`src/rtl/tlb_maint_ctrl.sv`:
```
// Sequencer for TLBP/TLBR/TLBWI/TLBWR: borrows the MMU search port, pulses
// CP0/TLB strobes in order, then waits a settle delay and requests a refetch.
module tlb_maint_ctrl #(
  parameter int TLBNUM       = 16,
  parameter int TLBNUM_WIDTH = $clog2(TLBNUM),
  parameter int WRITE_SETTLE = 2
) (
  input  logic                    clk,
  input  logic                    reset,
  input  logic                    op_valid,
  output logic                    op_ready,
  input  logic [1:0]              op_code,
  input  logic [31:0]             op_pc,
  output logic                    op_done,
  input  logic                    flush,
  output logic                    busy,
  input  logic [18:0]             entry_hi_vpn2,
  input  logic [7:0]              entry_hi_asid,
  output logic                    s_req,
  input  logic                    s_grant,
  output logic [18:0]             s_vpn2,
  output logic [7:0]              s_asid,
  input  logic                    s_found,
  input  logic [TLBNUM_WIDTH-1:0] s_index,
  output logic                    cp0_tlbp,
  output logic [TLBNUM_WIDTH:0]   cp0_tlbp_result,
  output logic                    cp0_tlbr,
  output logic                    cp0_tlbwr,
  output logic                    tlb_we,
  output logic                    refetch_req,
  output logic [31:0]             refetch_pc,
  input  logic                    refetch_ack
);

  typedef enum logic [2:0] {
    IDLE, PROBE, PROBE_WB, READ, WRITE, SETTLE, REFETCH
  } state_t;

  localparam logic [3:0] SETTLE_LD = 4'(WRITE_SETTLE);

  state_t     state, state_nxt, post_strobe;
  logic [1:0] op_code_q;
  logic [3:0] settle_cnt;
  logic       accept;

  assign accept   = op_valid && (state == IDLE) && !flush;
  assign s_vpn2   = entry_hi_vpn2;
  assign s_asid   = entry_hi_asid;
  assign busy     = ~op_ready;

  // A one-cycle settle skips SETTLE entirely so the refetch follows the strobe directly.
  assign post_strobe = (WRITE_SETTLE == 1) ? REFETCH : SETTLE;

  always_ff @(posedge clk) begin
    if (reset) begin
      state           <= IDLE;
      op_code_q       <= 2'b00;
      refetch_pc      <= 32'h0;
      cp0_tlbp_result <= {1'b1, {TLBNUM_WIDTH{1'b0}}};
      settle_cnt      <= 4'd0;
    end else begin
      state <= state_nxt;
      if (accept) begin
        op_code_q  <= op_code;
        refetch_pc <= op_pc + 32'd4;
      end
      if (state == PROBE && s_grant)
        cp0_tlbp_result <= {~s_found, s_found ? s_index : {TLBNUM_WIDTH{1'b0}}};
      if (state == READ || state == WRITE)
        settle_cnt <= SETTLE_LD;
      else if (state == SETTLE)
        settle_cnt <= settle_cnt - 4'd1;
    end
  end

  always_comb begin
    state_nxt   = state;
    op_ready    = 1'b0;
    op_done     = 1'b0;
    s_req       = 1'b0;
    cp0_tlbp    = 1'b0;
    cp0_tlbr    = 1'b0;
    tlb_we      = 1'b0;
    cp0_tlbwr   = 1'b0;
    refetch_req = 1'b0;
    case (state)
      IDLE: begin
        op_ready = 1'b1;
        if (accept) begin
          case (op_code)
            2'b00:   state_nxt = PROBE;
            2'b01:   state_nxt = READ;
            default: state_nxt = WRITE;
          endcase
        end
      end
      PROBE: begin
        s_req = 1'b1;
        // A grant wins over a same-cycle flush: the probe result is already captured.
        if (s_grant)    state_nxt = PROBE_WB;
        else if (flush) state_nxt = IDLE;
      end
      PROBE_WB: begin
        cp0_tlbp  = 1'b1;
        op_done   = 1'b1;
        state_nxt = IDLE;
      end
      READ: begin
        cp0_tlbr  = 1'b1;
        state_nxt = post_strobe;
      end
      WRITE: begin
        tlb_we    = 1'b1;
        cp0_tlbwr = (op_code_q == 2'b11);
        state_nxt = post_strobe;
      end
      SETTLE: begin
        if (flush) begin
          op_done   = 1'b1;
          state_nxt = IDLE;
        end else if (settle_cnt <= 4'd2) begin
          state_nxt = REFETCH;
        end
      end
      REFETCH: begin
        refetch_req = 1'b1;
        if (flush || refetch_ack) begin
          op_done   = 1'b1;
          state_nxt = IDLE;
        end
      end
      default: state_nxt = IDLE;
    endcase
  end

endmodule
```
`config.mk`:
```
export PLATFORM = sky130hd
export DESIGN_NAME = tlb_maint_ctrl
export DESIGN_NICKNAME = d
export VERILOG_FILES = /design/src/rtl/tlb_maint_ctrl.sv
export SDC_FILE = /design/constraint.sdc
export NUM_CORES = 1
export LEC_CHECK = 0
export ABC_AREA = 1
export CAP_MARGIN = 20
export CORE_ASPECT_RATIO = 1.75
export CORE_MARGIN = 2
export CORE_UTILIZATION = 44
export CTS_CLUSTER_SIZE = 12
export DETAILED_ROUTE_END_ITERATION = 8
export PLACE_DENSITY = 0.83
export SLEW_MARGIN = 10
export SYNTH_ARGS = -nofsm -noshare
export SYNTH_HDL_FRONTEND = slang
export SYNTH_SLANG_ARGS = --single-unit
export TNS_END_PERCENT = 100
```
`constraint.sdc`:
```
create_clock -name clk -period 2.1 [get_ports clk]
set_input_delay 0.42 -clock clk [delete_from_list [all_inputs] [get_ports clk]]
set_output_delay 0.42 -clock clk [all_outputs]
set_load 0.005 [all_outputs]
```
==> report_table.html <==
<table>
<tr><th>Metric</th><th>Value</th></tr>
<tr><th colspan="2">Logic synthesis</th></tr>
<tr><td>Avg Synthesized Cell Area</td><td>6.12 um2</td></tr>
<tr><td>Count of yosys warnings during synthesis</td><td>0</td></tr>
<tr><td>Number of instances in the synthesized netlist</td><td>488</td></tr>
<tr><td>Share of synthesized flip-flops with an asynchronous set or reset</td><td>0</td></tr>
<tr><td>Number of storage elements in the synthesis netlist</td><td>46</td></tr>
<tr><td>Synthesized net count</td><td>563</td></tr>
<tr><td>Netlist Area Pre-Place</td><td>2990 um2</td></tr>
<tr><td>Number of enable-type register cells in the synthesized netlist</td><td>0</td></tr>
<tr><td>Library cell with the largest summed area after synthesis</td><td>sky130_fd_sc_hd__dfxtp_1</td></tr>
<tr><td>Fraction of synthesized cell area taken by the top area cell type</td><td>0.308</td></tr>
<tr><td>Sequential fraction of the synthesis area</td><td>0.308</td></tr>
<tr><td>Most used DFF post-synth</td><td>sky130_fd_sc_hd__dfxtp_1</td></tr>
<tr><td>Number of distinct library cell variants in the gate-level netlist after synthesis</td><td>31</td></tr>
<tr><td>Largest cells by area after synthesis</td><td>sky130_fd_sc_hd__dfxtp_1, sky130_fd_sc_hd__nor2_1, sky130_fd_sc_hd__nand2_1</td></tr>
<tr><th colspan="2">Clocking</th></tr>
<tr><td>Worst skew pair latency</td><td>roughly 0.29 ns</td></tr>
<tr><td>Clock-pin transition on the worst setup and hold timing paths</td><td>0.06 ns</td></tr>
<tr><td>Buffer cell driving the clock tree root</td><td>sky130_fd_sc_hd__clkbuf_16</td></tr>
<tr><td>Clock tree from TritonCTS</td><td>built</td></tr>
<tr><td>Cts bufs inserted</td><td>5</td></tr>
<tr><td>TritonCTS Sinks</td><td>46</td></tr>
<tr><td>Htree depth</td><td>2</td></tr>
<tr><td>Maximum number of buffers from clock root to sink</td><td>2</td></tr>
<tr><th colspan="2">Power and ir drop</th></tr>
<tr><td>P_leak</td><td>1.78 nW</td></tr>
<tr><td>Max rail drop VDD</td><td>0.000412 V</td></tr>
<tr><td>Power density cells</td><td>just over 900 nW/um2</td></tr>
<tr><th colspan="2">Global route</th></tr>
<tr><td>Global route hottest layer</td><td>met2</td></tr>
<tr><td>Met2 demand-to-capacity share in global routing</td><td>0.453</td></tr>
<tr><td>Global-route wire length before repair</td><td>~14 mm</td></tr>
<tr><td>Number of global-route vias before repair</td><td>3059</td></tr>
<tr><td>GR Util All Layers</td><td>0.237</td></tr>
<tr><td>Number of antenna violations at the first check in global routing</td><td>0</td></tr>
<tr><td>Maximum number of pins on one net before global-route repair</td><td>34</td></tr>
<tr><td>Met1 routing resource usage after global routing</td><td>0.246</td></tr>
<tr><td>GR Overflow Total</td><td>0</td></tr>
<tr><td>Global routing met3 resource utilization</td><td>0.0268</td></tr>
<tr><th colspan="2">Place</th></tr>
<tr><td>Count of buffers inserted at the top-level ports</td><td>90</td></tr>
<tr><td>Place WS</td><td>-0.0103 ns</td></tr>
<tr><td>Placed instance area</td><td>a little under 4000 um2</td></tr>
<tr><td>Detailed Place HPWL</td><td>6.79 mm</td></tr>
<tr><td>Placer's final routability congestion estimate</td><td>0.944</td></tr>
<tr><th colspan="2">Critical path</th></tr>
<tr><td>Required time of the critical path</td><td>1.68 ns</td></tr>
<tr><td>WP data arrival</td><td>1.57 ns</td></tr>
<tr><td>CP max FO</td><td>3</td></tr>
<tr><td>Classification of the worst setup path</td><td>flip-flop to primary output</td></tr>
<tr><td>Startpoint class of the critical path</td><td>flip-flop</td></tr>
<tr><td>Category of the worst setup path capture point</td><td>primary output</td></tr>
<tr><th colspan="2">Floorplan</th></tr>
<tr><td>Core area</td><td>6540 um2</td></tr>
<tr><td>Initial core utilization</td><td>0.457</td></tr>
<tr><td>Horizontal extent of the die</td><td>66.3 um</td></tr>
<tr><td>Height of the chip</td><td>roughly 110 um</td></tr>
<tr><td>Boundary pin count</td><td>145</td></tr>
<tr><td>Overall die area</td><td>7490 um2</td></tr>
<tr><td>FP Rows</td><td>39</td></tr>
<tr><th colspan="2">Cells and area</th></tr>
<tr><td>Layout cell share with drive strength beyond 1</td><td>0.0746</td></tr>
<tr><td># diodes</td><td>0</td></tr>
<tr><td>Layout Nets</td><td>637</td></tr>
<tr><td>Fin area</td><td>between 4000 and 5000 um2</td></tr>
<tr><td>Signed area change from the synthesized netlist to the final layout</td><td>34.9%</td></tr>
<tr><th colspan="2">Routing</th></tr>
<tr><td>Count of antenna-violating nets left after detailed routing</td><td>0</td></tr>
<tr><td>Via count</td><td>3205</td></tr>
<tr><td>Drt drc</td><td>0</td></tr>
<tr><td>Pre-antenna DRT Iters</td><td>5</td></tr>
<tr><td>Routed wirelength normalized by instance count</td><td>13.2 um</td></tr>
<tr><td>Count of routing violations after the opening detailed-route iteration</td><td>146</td></tr>
<tr><td>Per-cell via count in the routed design</td><td>between 4 and 5</td></tr>
<tr><td>Total wire length after detailed routing</td><td>8.48 mm</td></tr>
<tr><th colspan="2">Timing</th></tr>
<tr><td>Final Critical Period</td><td>1.99 ns</td></tr>
<tr><td>Setup WS post-layout</td><td>about 0.11 ns</td></tr>
<tr><td>Maximum clock frequency</td><td>502 MHz</td></tr>
<tr><td>Final number of max-transition violations</td><td>0</td></tr>
<tr><td>Relative slew margins</td><td>0.747</td></tr>
<tr><td>Final clock period utilization by the worst path</td><td>0.949</td></tr>
<tr><td>Total setup violations reported at the end of the flow</td><td>0</td></tr>
<tr><td>Count of endpoints failing hold in the final timing report</td><td>0</td></tr>
<tr><td>RSZ-0062 raised after global routing</td><td>false</td></tr>
<tr><td>Slew at the pin closest to its max-slew limit</td><td>0.378 ns</td></tr>
<tr><td>Max Clock Skew</td><td>0.00536 ns</td></tr>
<tr><th colspan="2">Min path</th></tr>
<tr><td>Worst min path class</td><td>flip-flop to flip-flop</td></tr>
<tr><th colspan="2">Flow run</th></tr>
<tr><td>Number of violations of the max-capacitance limit</td><td>0</td></tr>
<tr><th colspan="2">Status</th></tr>
<tr><td>Status</td><td>finished, final reports clean</td></tr>
</table>
==> critical path, cell delays in order (launching register included) <==
cell and delay (ns):
sky130_fd_sc_hd__dfxtp_1 0.40, sky130_fd_sc_hd__inv_1 0.10, sky130_fd_sc_hd__nor3_1 0.24, sky130_fd_sc_hd__clkdlybuf4s50_1 0.54
==> area by class of cell <==
class	instances	area, um2
fill	628	2510
multi-input combinational	345	1580
timing repair buffer	104	1030
sequential	46	922
inverter	60	228
clock buffer	6	129
tap	82	103
clock inverter	2	37.5
==> sequential cells by signal (all words and copies together) (netlist names) <==
register	flops
cp0_tlbp_result	5
op_code_q	2
refetch_pc	32
settle_cnt	4
state	3
==> per-stage QoR <==
stage / TNS, ns / hold slack [ns] / cells / power, W / util
after detailed placement: -0.0103 / 0.473 / 636 / 0.00279 / 0.589
after global routing: 0 / 0.508 / 645 / 0.00393 / 0.616
after global placement: 0 / 0.439 / 636 / 0.00275 / 0.589
after floorplan: 0 / 0.451 / 488 / 0.00206 / -
after CTS: 0 / 0.481 / 645 / 0.00370 / 0.616
final: 0 / 0.480 / 645 / 0.00368 / 0.616
==> power breakdown <==
part,switching [W],internal [W],leakage (nW)
Combinational,0.000764,0.000788,1.33
Clock,0.000336,0.000562,0.0771
Sequential,0.000147,0.00108,0.377
Total,0.00125,0.00243,1.78
==> cells in the final DEF (no fill, tap or decap), drive strengths merged, types with 3 or more instances in the layout <==
master / count
nor2: 121
nand2: 108
clkdlybuf4s50: 89
inv: 60
dfxtp: 46
nand3: 39
o21ai: 28
a21oi: 19
buf: 14
clkbuf: 6
nor3: 5
xnor2: 5
or2: 5
xor2: 4
and2: 3
ha: 3
==> synth_stat cells (4+ instances only) <==
cell	instances
sky130_fd_sc_hd__o21ai_0	27
sky130_fd_sc_hd__nand2_1	104
sky130_fd_sc_hd__nand3_1	39
sky130_fd_sc_hd__buf_4	28
sky130_fd_sc_hd__xor2_1	4
sky130_fd_sc_hd__nor2_1	111
sky130_fd_sc_hd__dfxtp_1	46
sky130_fd_sc_hd__nor2_2	8
sky130_fd_sc_hd__nor3_1	5
sky130_fd_sc_hd__xnor2_1	5
sky130_fd_sc_hd__a21oi_1	19
sky130_fd_sc_hd__inv_1	56
==> path summary, 6_finish.rpt <==
path | start | end | slack [ns] | cells after the start
setup / recovery | state[0] | cp0_tlbr | 0.11 | 3
hold / removal | cp0_tlbp_result[3] | cp0_tlbp_result[3] | 0.48 | 2
setup reg to reg | state[0] | cp0_tlbp_result[0] | 0.71 | 7
hold reg to reg | cp0_tlbp_result[3] | cp0_tlbp_result[3] | 0.48 | 2
==> routing by layer <==
layer / vias up / wire [um]
li1: 1634 / -
met1: 1447 / 3070
met2: 97 / 4780
met3: 27 / 392
met4: 0 / 246
met5: - / 0
==> cell families (layout without fill, tap and decap cells) <==
family	count (synthesis)	count (layout)	share of synthesized area
flip-flops	46	46	0.308
XOR/XNOR	9	9	0.0264
AO/OA/AOI/OAI	49	49	0.0850
buffers and inverters	97	172	0.164
AND/OR/NAND/NOR	284	284	0.403
adder cells (fa/ha/maj)	3	3	0.0126
==> what timing repair did <==
item / 4_1_cts / 5_1_grt
setup endpoints to repair: 1 / 0
setup buffers: 1 / 0
hold buffers: 0 / 0
gates resized for setup: 3 / 0
No activity file was read; power rests on OpenSTA's default activity.
